<file path="src/rtl/char_buf_arbiter.sv">
// char_buf_arbiter
//   Shares one character RAM port between the display scan-out, a character
//   write requester (with a text cursor) and a whole-screen clear engine.
//   The display always wins the RAM in its slot cycles; writes and clear
//   steps only use the cycles in between.
// Ports
//   clk, rst              pixel clock, asynchronous active-high reset
//   counter_x, counter_y  scan position from the sync generator
//   wr_valid/wr_char/wr_ready  character write handshake (0x0D = CR)
//   clr_req               request a clear of the whole screen to spaces
//   ram_addr/ram_we/ram_wdata/ram_rdata  character RAM port (1-cycle read)
//   disp_char/disp_valid  character for the scanned cell, pulse on update
//   cur_col, cur_row      text cursor
//   busy                  high while a clear is in progress
module char_buf_arbiter #(
    parameter int COLS   = 80,
    parameter int ROWS   = 30,
    parameter int CELL_W = 8,
    parameter int CELL_H = 16
) (
    input  logic        clk,
    input  logic        rst,
    input  logic [9:0]  counter_x,
    input  logic [9:0]  counter_y,
    input  logic        wr_valid,
    input  logic [7:0]  wr_char,
    output logic        wr_ready,
    input  logic        clr_req,
    output logic [11:0] ram_addr,
    output logic        ram_we,
    output logic [7:0]  ram_wdata,
    input  logic [7:0]  ram_rdata,
    output logic [7:0]  disp_char,
    output logic        disp_valid,
    output logic [6:0]  cur_col,
    output logic [4:0]  cur_row,
    output logic        busy
);

    localparam logic [6:0]  COL_LAST = 7'(COLS - 1);
    localparam logic [4:0]  ROW_LAST = 5'(ROWS - 1);
    localparam logic [11:0] CLR_LAST = 12'(COLS * ROWS - 1);
    localparam logic [7:0]  CHAR_CR  = 8'h0D;
    localparam logic [7:0]  CHAR_SP  = 8'h20;

    typedef enum logic {IDLE, CLEAR} state_t;

    state_t      state_q, state_d;
    logic [6:0]  col_q, col_d;
    logic [4:0]  row_q, row_d;
    logic [11:0] clr_addr_q, clr_addr_d;
    logic        slot_dly_q, slot_dly_d;
    logic [7:0]  disp_char_q, disp_char_d;
    logic        disp_valid_q, disp_valid_d;

    logic        slot;
    logic [11:0] disp_addr;
    logic [11:0] cur_addr;
    logic [4:0]  row_inc;

    always_comb begin
        slot      = (counter_x < 10'd640) && (counter_y < 10'd480) &&
                    (counter_x[2:0] == 3'd0);
        disp_addr = 12'((32'(counter_y) / CELL_H) * COLS + 32'(counter_x) / CELL_W);
        cur_addr  = 12'(32'(row_q) * COLS + 32'(col_q));
        row_inc   = (row_q == ROW_LAST) ? 5'd0 : row_q + 5'd1;
    end

    // Read data arrives the cycle after the slot; register it on that cycle
    // so disp_char/disp_valid show up two cycles after the slot.
    always_comb begin
        slot_dly_d   = slot;
        disp_valid_d = slot_dly_q;
        disp_char_d  = slot_dly_q ? ram_rdata : disp_char_q;
    end

    always_comb begin
        state_d    = state_q;
        col_d      = col_q;
        row_d      = row_q;
        clr_addr_d = clr_addr_q;
        wr_ready   = 1'b0;
        ram_we     = 1'b0;
        ram_addr   = '0;
        ram_wdata  = '0;

        if (slot)
            ram_addr = disp_addr;

        case (state_q)
            IDLE: begin
                // A clear request blocks the handshake in the same cycle.
                if (clr_req) begin
                    state_d    = CLEAR;
                    clr_addr_d = '0;
                end else if (!slot) begin
                    wr_ready = 1'b1;
                    if (wr_valid) begin
                        if (wr_char == CHAR_CR) begin
                            col_d = '0;
                            row_d = row_inc;
                        end else begin
                            ram_we    = 1'b1;
                            ram_addr  = cur_addr;
                            ram_wdata = wr_char;
                            if (col_q == COL_LAST) begin
                                col_d = '0;
                                row_d = row_inc;
                            end else begin
                                col_d = col_q + 7'd1;
                            end
                        end
                    end
                end
            end
            CLEAR: begin
                // Slot cycles stall the walk; the display keeps the RAM.
                if (!slot) begin
                    ram_we    = 1'b1;
                    ram_addr  = clr_addr_q;
                    ram_wdata = CHAR_SP;
                    if (clr_addr_q == CLR_LAST) begin
                        state_d    = IDLE;
                        col_d      = '0;
                        row_d      = '0;
                        clr_addr_d = '0;
                    end else begin
                        clr_addr_d = clr_addr_q + 12'd1;
                    end
                end
            end
            default: state_d = IDLE;
        endcase
    end

    always_ff @(posedge clk or posedge rst) begin
        if (rst) begin
            state_q      <= IDLE;
            col_q        <= '0;
            row_q        <= '0;
            clr_addr_q   <= '0;
            slot_dly_q   <= 1'b0;
            disp_char_q  <= '0;
            disp_valid_q <= 1'b0;
        end else begin
            state_q      <= state_d;
            col_q        <= col_d;
            row_q        <= row_d;
            clr_addr_q   <= clr_addr_d;
            slot_dly_q   <= slot_dly_d;
            disp_char_q  <= disp_char_d;
            disp_valid_q <= disp_valid_d;
        end
    end

    assign disp_char  = disp_char_q;
    assign disp_valid = disp_valid_q;
    assign cur_col    = col_q;
    assign cur_row    = row_q;
    assign busy       = (state_q != IDLE);

endmodule

</file>
<file path="config.mk">
export PLATFORM = sky130hd
export DESIGN_NAME = char_buf_arbiter
export DESIGN_NICKNAME = d
export VERILOG_FILES = /design/src/rtl/char_buf_arbiter.sv
export SDC_FILE = /design/constraint.sdc
export NUM_CORES = 1
export LEC_CHECK = 0
export CORE_MARGIN = 4
export CORE_UTILIZATION = 30
export CTS_CLUSTER_SIZE = 25
export DETAILED_ROUTE_END_ITERATION = 10
export PLACE_DENSITY_LB_ADDON = 0.2
export SKIP_LAST_GASP = 1
export SLEW_MARGIN = 25
export SYNTH_ARGS = -nofsm -noshare
export SYNTH_HDL_FRONTEND = slang
export SYNTH_SLANG_ARGS = --single-unit
</file>
<file path="constraint.sdc">
create_clock -name clk -period 3.2 [get_ports clk]
set_input_delay 0.64 -clock clk [delete_from_list [all_inputs] [get_ports clk]]
set_output_delay 0.64 -clock clk [all_outputs]
set_load 0.03 [all_outputs]
</file>
==> flow_metrics.env <==
export IMPL_status="completed"
export IMPL_clkTransAtPathRegs_ns=0.08
export IMPL_cp_common_cell="ha_4"
export IMPL_maxSlewViolCount=0
export IMPL_cp_end_kind="output port"
export IMPL_clk_latency_ns=0.29
export IMPL_yosys_warnings=0
export IMPL_track_usage=0.158
export IMPL_wirelength_mm=8.34
export IMPL_start_util=0.312
export IMPL_die_area_sq_mm=0.0108
export IMPL_first_pass_iters=4
export IMPL_antenna_found_initial=0
export IMPL_grt_pass1_wl_mm=14.1
export IMPL_critPathBufInv=2
export IMPL_netlist_instances=301
export IMPL_yosys_top_cells_count="35 x dfrtp_1, 29 x nand2_1, 25 x ha_1"
export IMPL_num_io_pins=84
export IMPL_crit_slowest_cell="fa_2"
export IMPL_final_area_sq_mm=0.00431
export IMPL_ys_ff_latch=35
export IMPL_async_flop_share=1.00
export IMPL_syn_nets=370
export IMPL_areaGrowthSynthToFinish_pct=56.9
export IMPL_worstMarginPinSlew_ns=0.580
export IMPL_drt_initial_drc_count=118
export IMPL_maxCapViolations=0
export IMPL_worstSetupPathType="input pin to output port"
export IMPL_gp_congestion=0.836
export IMPL_die_w_um=104
export IMPL_place_inst=516
export IMPL_grt_overflow_total=0
export IMPL_ys_seq_area_frac=0.319
export IMPL_finalHoldViolCount=0
export IMPL_num_rows=34
export IMPL_synth_edf_count=0
export IMPL_ir_drop_uv=247
export IMPL_required_ns=2.56
export IMPL_crit_path_cell_trace="buf_8 -> ha_4 -> ha_4 -> fa_2 -> xor2_2 -> nand3_2 -> nor4_4 -> xnor2_1 -> o221ai_2 -> buf_6"
export IMPL_cts_max_level=2
export IMPL_whs_path_depth=1
export IMPL_tritoncts="built"
export IMPL_dpl_instance_area_sq_mm=0.00389
export IMPL_ys_top_cells_by_area="dfrtp_1 32%, ha_1 11%, xnor2_1 4.8%"
export IMPL_instances_no_fill=532
export IMPL_coreArea_sq_mm=0.00881
export IMPL_insertedDiodeCount=0
export IMPL_post_route_util=0.489
export IMPL_finalSetupViolations=0
export IMPL_dp_hpwl_mm=6.41
export IMPL_yosys_area_top_type="dfrtp_1"
export IMPL_p_total_w=0.00262
export IMPL_worstSetupStartpointType="input pin"
export IMPL_numCtsBuffers=5
export IMPL_cp_depth=10
export IMPL_crit_family="adder cells"
export IMPL_hold_path_class="register to register"
export IMPL_rsz0062_at_grt="yes"
export IMPL_dieHeight_um=104
export IMPL_cts_max_path_buffers=2
export IMPL_fmax_ghz=0.313
export IMPL_slowest_delay_ns=0.36
export IMPL_layout_nets=492
export IMPL_synth_most_common_cell="dfrtp_1"
export IMPL_finClkSkew_ns=0.0119
export IMPL_synth_main_ff_cell="dfrtp_1"
export IMPL_dr_total_vias=2686
export IMPL_antenna_left=0
export IMPL_crit_arrival_ns=2.56
export IMPL_syn_avg_cell_area_sq_um=9.13
export IMPL_root_buffer="clkbuf_8"
export IMPL_first_global_vias=2835
export IMPL_post_drt_wl_per_cell_um=15.7
export IMPL_io_buffers=79
export IMPL_p_per_area_mw_per_mm2=607
export IMPL_avgViaCountPerCell=5.05
export IMPL_grt_max_degree=36
export IMPL_synth_top_area_share=0.319
export IMPL_syn_cell_area_sq_mm=0.00275
export IMPL_r2r_slack_ns=0.82
export IMPL_period_share=0.999
export IMPL_relSlewSlack=0.609
export IMPL_min_period_ns=3.20
export IMPL_p_leak_nw=1.93
export IMPL_synth_cell_types=51
export IMPL_crit_fanout=2
export IMPL_reg2regPathDepth=6
export IMPL_tns_ns=0
export IMPL_cts_sinks=35
export IMPL_drc_errors=0
export IMPL_layout_drive_gt1_share=0.288
## state kept, by name (all words and copies together) (netlist names)
register,flops
cur_row,5
disp_valid,1
busy,1
cur_col,7
clr_addr_q,12
disp_valid_d,1
disp_char,8
## timing repair
action,CTS,global route
gates resized for setup,50,28
buffers inserted,2,6
pin swaps,11,21
endpoints found under the setup margin,21,19
hold buffers,0,0
## final timing paths
kind | end | start
setup / recovery | ram_addr[11] | counter_y[5]
hold / removal | disp_char[5]$_DFFE_PP0P_ | disp_char[5]$_DFFE_PP0P_
setup reg to reg | cur_row[4]$_DFFE_PP0P_ | clr_addr_q[0]$_DFFE_PP0P_
hold reg to reg | disp_char[5]$_DFFE_PP0P_ | disp_char[5]$_DFFE_PP0P_
max in group asynchronous | cur_row[4]$_DFFE_PP0P_ | rst
min in group asynchronous | disp_char[1]$_DFFE_PP0P_ | rst
## per-layer routing
metal,part of all wire,vias to the layer above,wire [um],GRT usage
met5,0,-,0,0
met4,0.011,0,89,0.0370
met3,0.055,6,462,0.0361
met2,0.49,69,4070,0.277
met1,0.45,1268,3710,0.197
li1,-,1343,-,-
## report_power, final
group,switching [W],total (W),internal [W]
logic,0.000886,0.00158,0.000693
clock network,0.000182,0.000418,0.000236
registers,0.0000878,0.000622,0.000534
total,0.00115,0.00262,0.00146
## kinds of logic (layout without fill, tap and decap cells)
logic type      Yosys count  count (layout)  share of synthesized area
fa+ha+maj                29              29                      0.143
flops                    35              35                      0.319
simple gates            115             115                      0.214
mux                       9               9                     0.0364
compound gates           62              62                      0.163
xor+xnor                 25              25                     0.0847
buf+inv                  26             149                     0.0405
## layout by cell type (no fill, tap or decap), drive strengths merged, types with 3 or more instances in the layout
cell,instances
a41oi,3
dlygate4sd2,5
a221o,3
nand2,29
xnor2,15
xor2,9
mux2,8
a21o,4
o221ai,5
nand3,18
ha,25
a21oi,13
nor4,6
nor2b,5
o21ai,16
buf,68
and3,13
nor2,23
nand2b,3
and2,4
inv,16
nand4,4
fa,4
o31ai,3
nor3,5
clkbuf,7
dfrtp,35
clkdlybuf4s50,49
## stage by stage
stage	setup WS [ns]	hold WS, ns
3_5_place_dp	-0.600	0.495
3_3_place_gp	-0.539	0.488
2_1_floorplan	-0.0537	0.352
5_1_grt	-0.121	0.527
6_report	0.00299	0.507
4_1_cts	-0.0659	0.514
## layout make-up
| cell class | count | area [sq um] |
|---|---|---|
| Fill cell | 819 | 4500 |
| Timing Repair Buffer | 126 | 1120 |
| Sequential cell | 35 | 876 |
| Inverter | 15 | 56.3 |
| Clock buffer | 5 | 68.8 |
| Tap cell | 108 | 135 |
| Multi-Input combinational cell | 240 | 2000 |
| Clock inverter | 3 | 47.5 |
(Power assumes the default switching activity.)
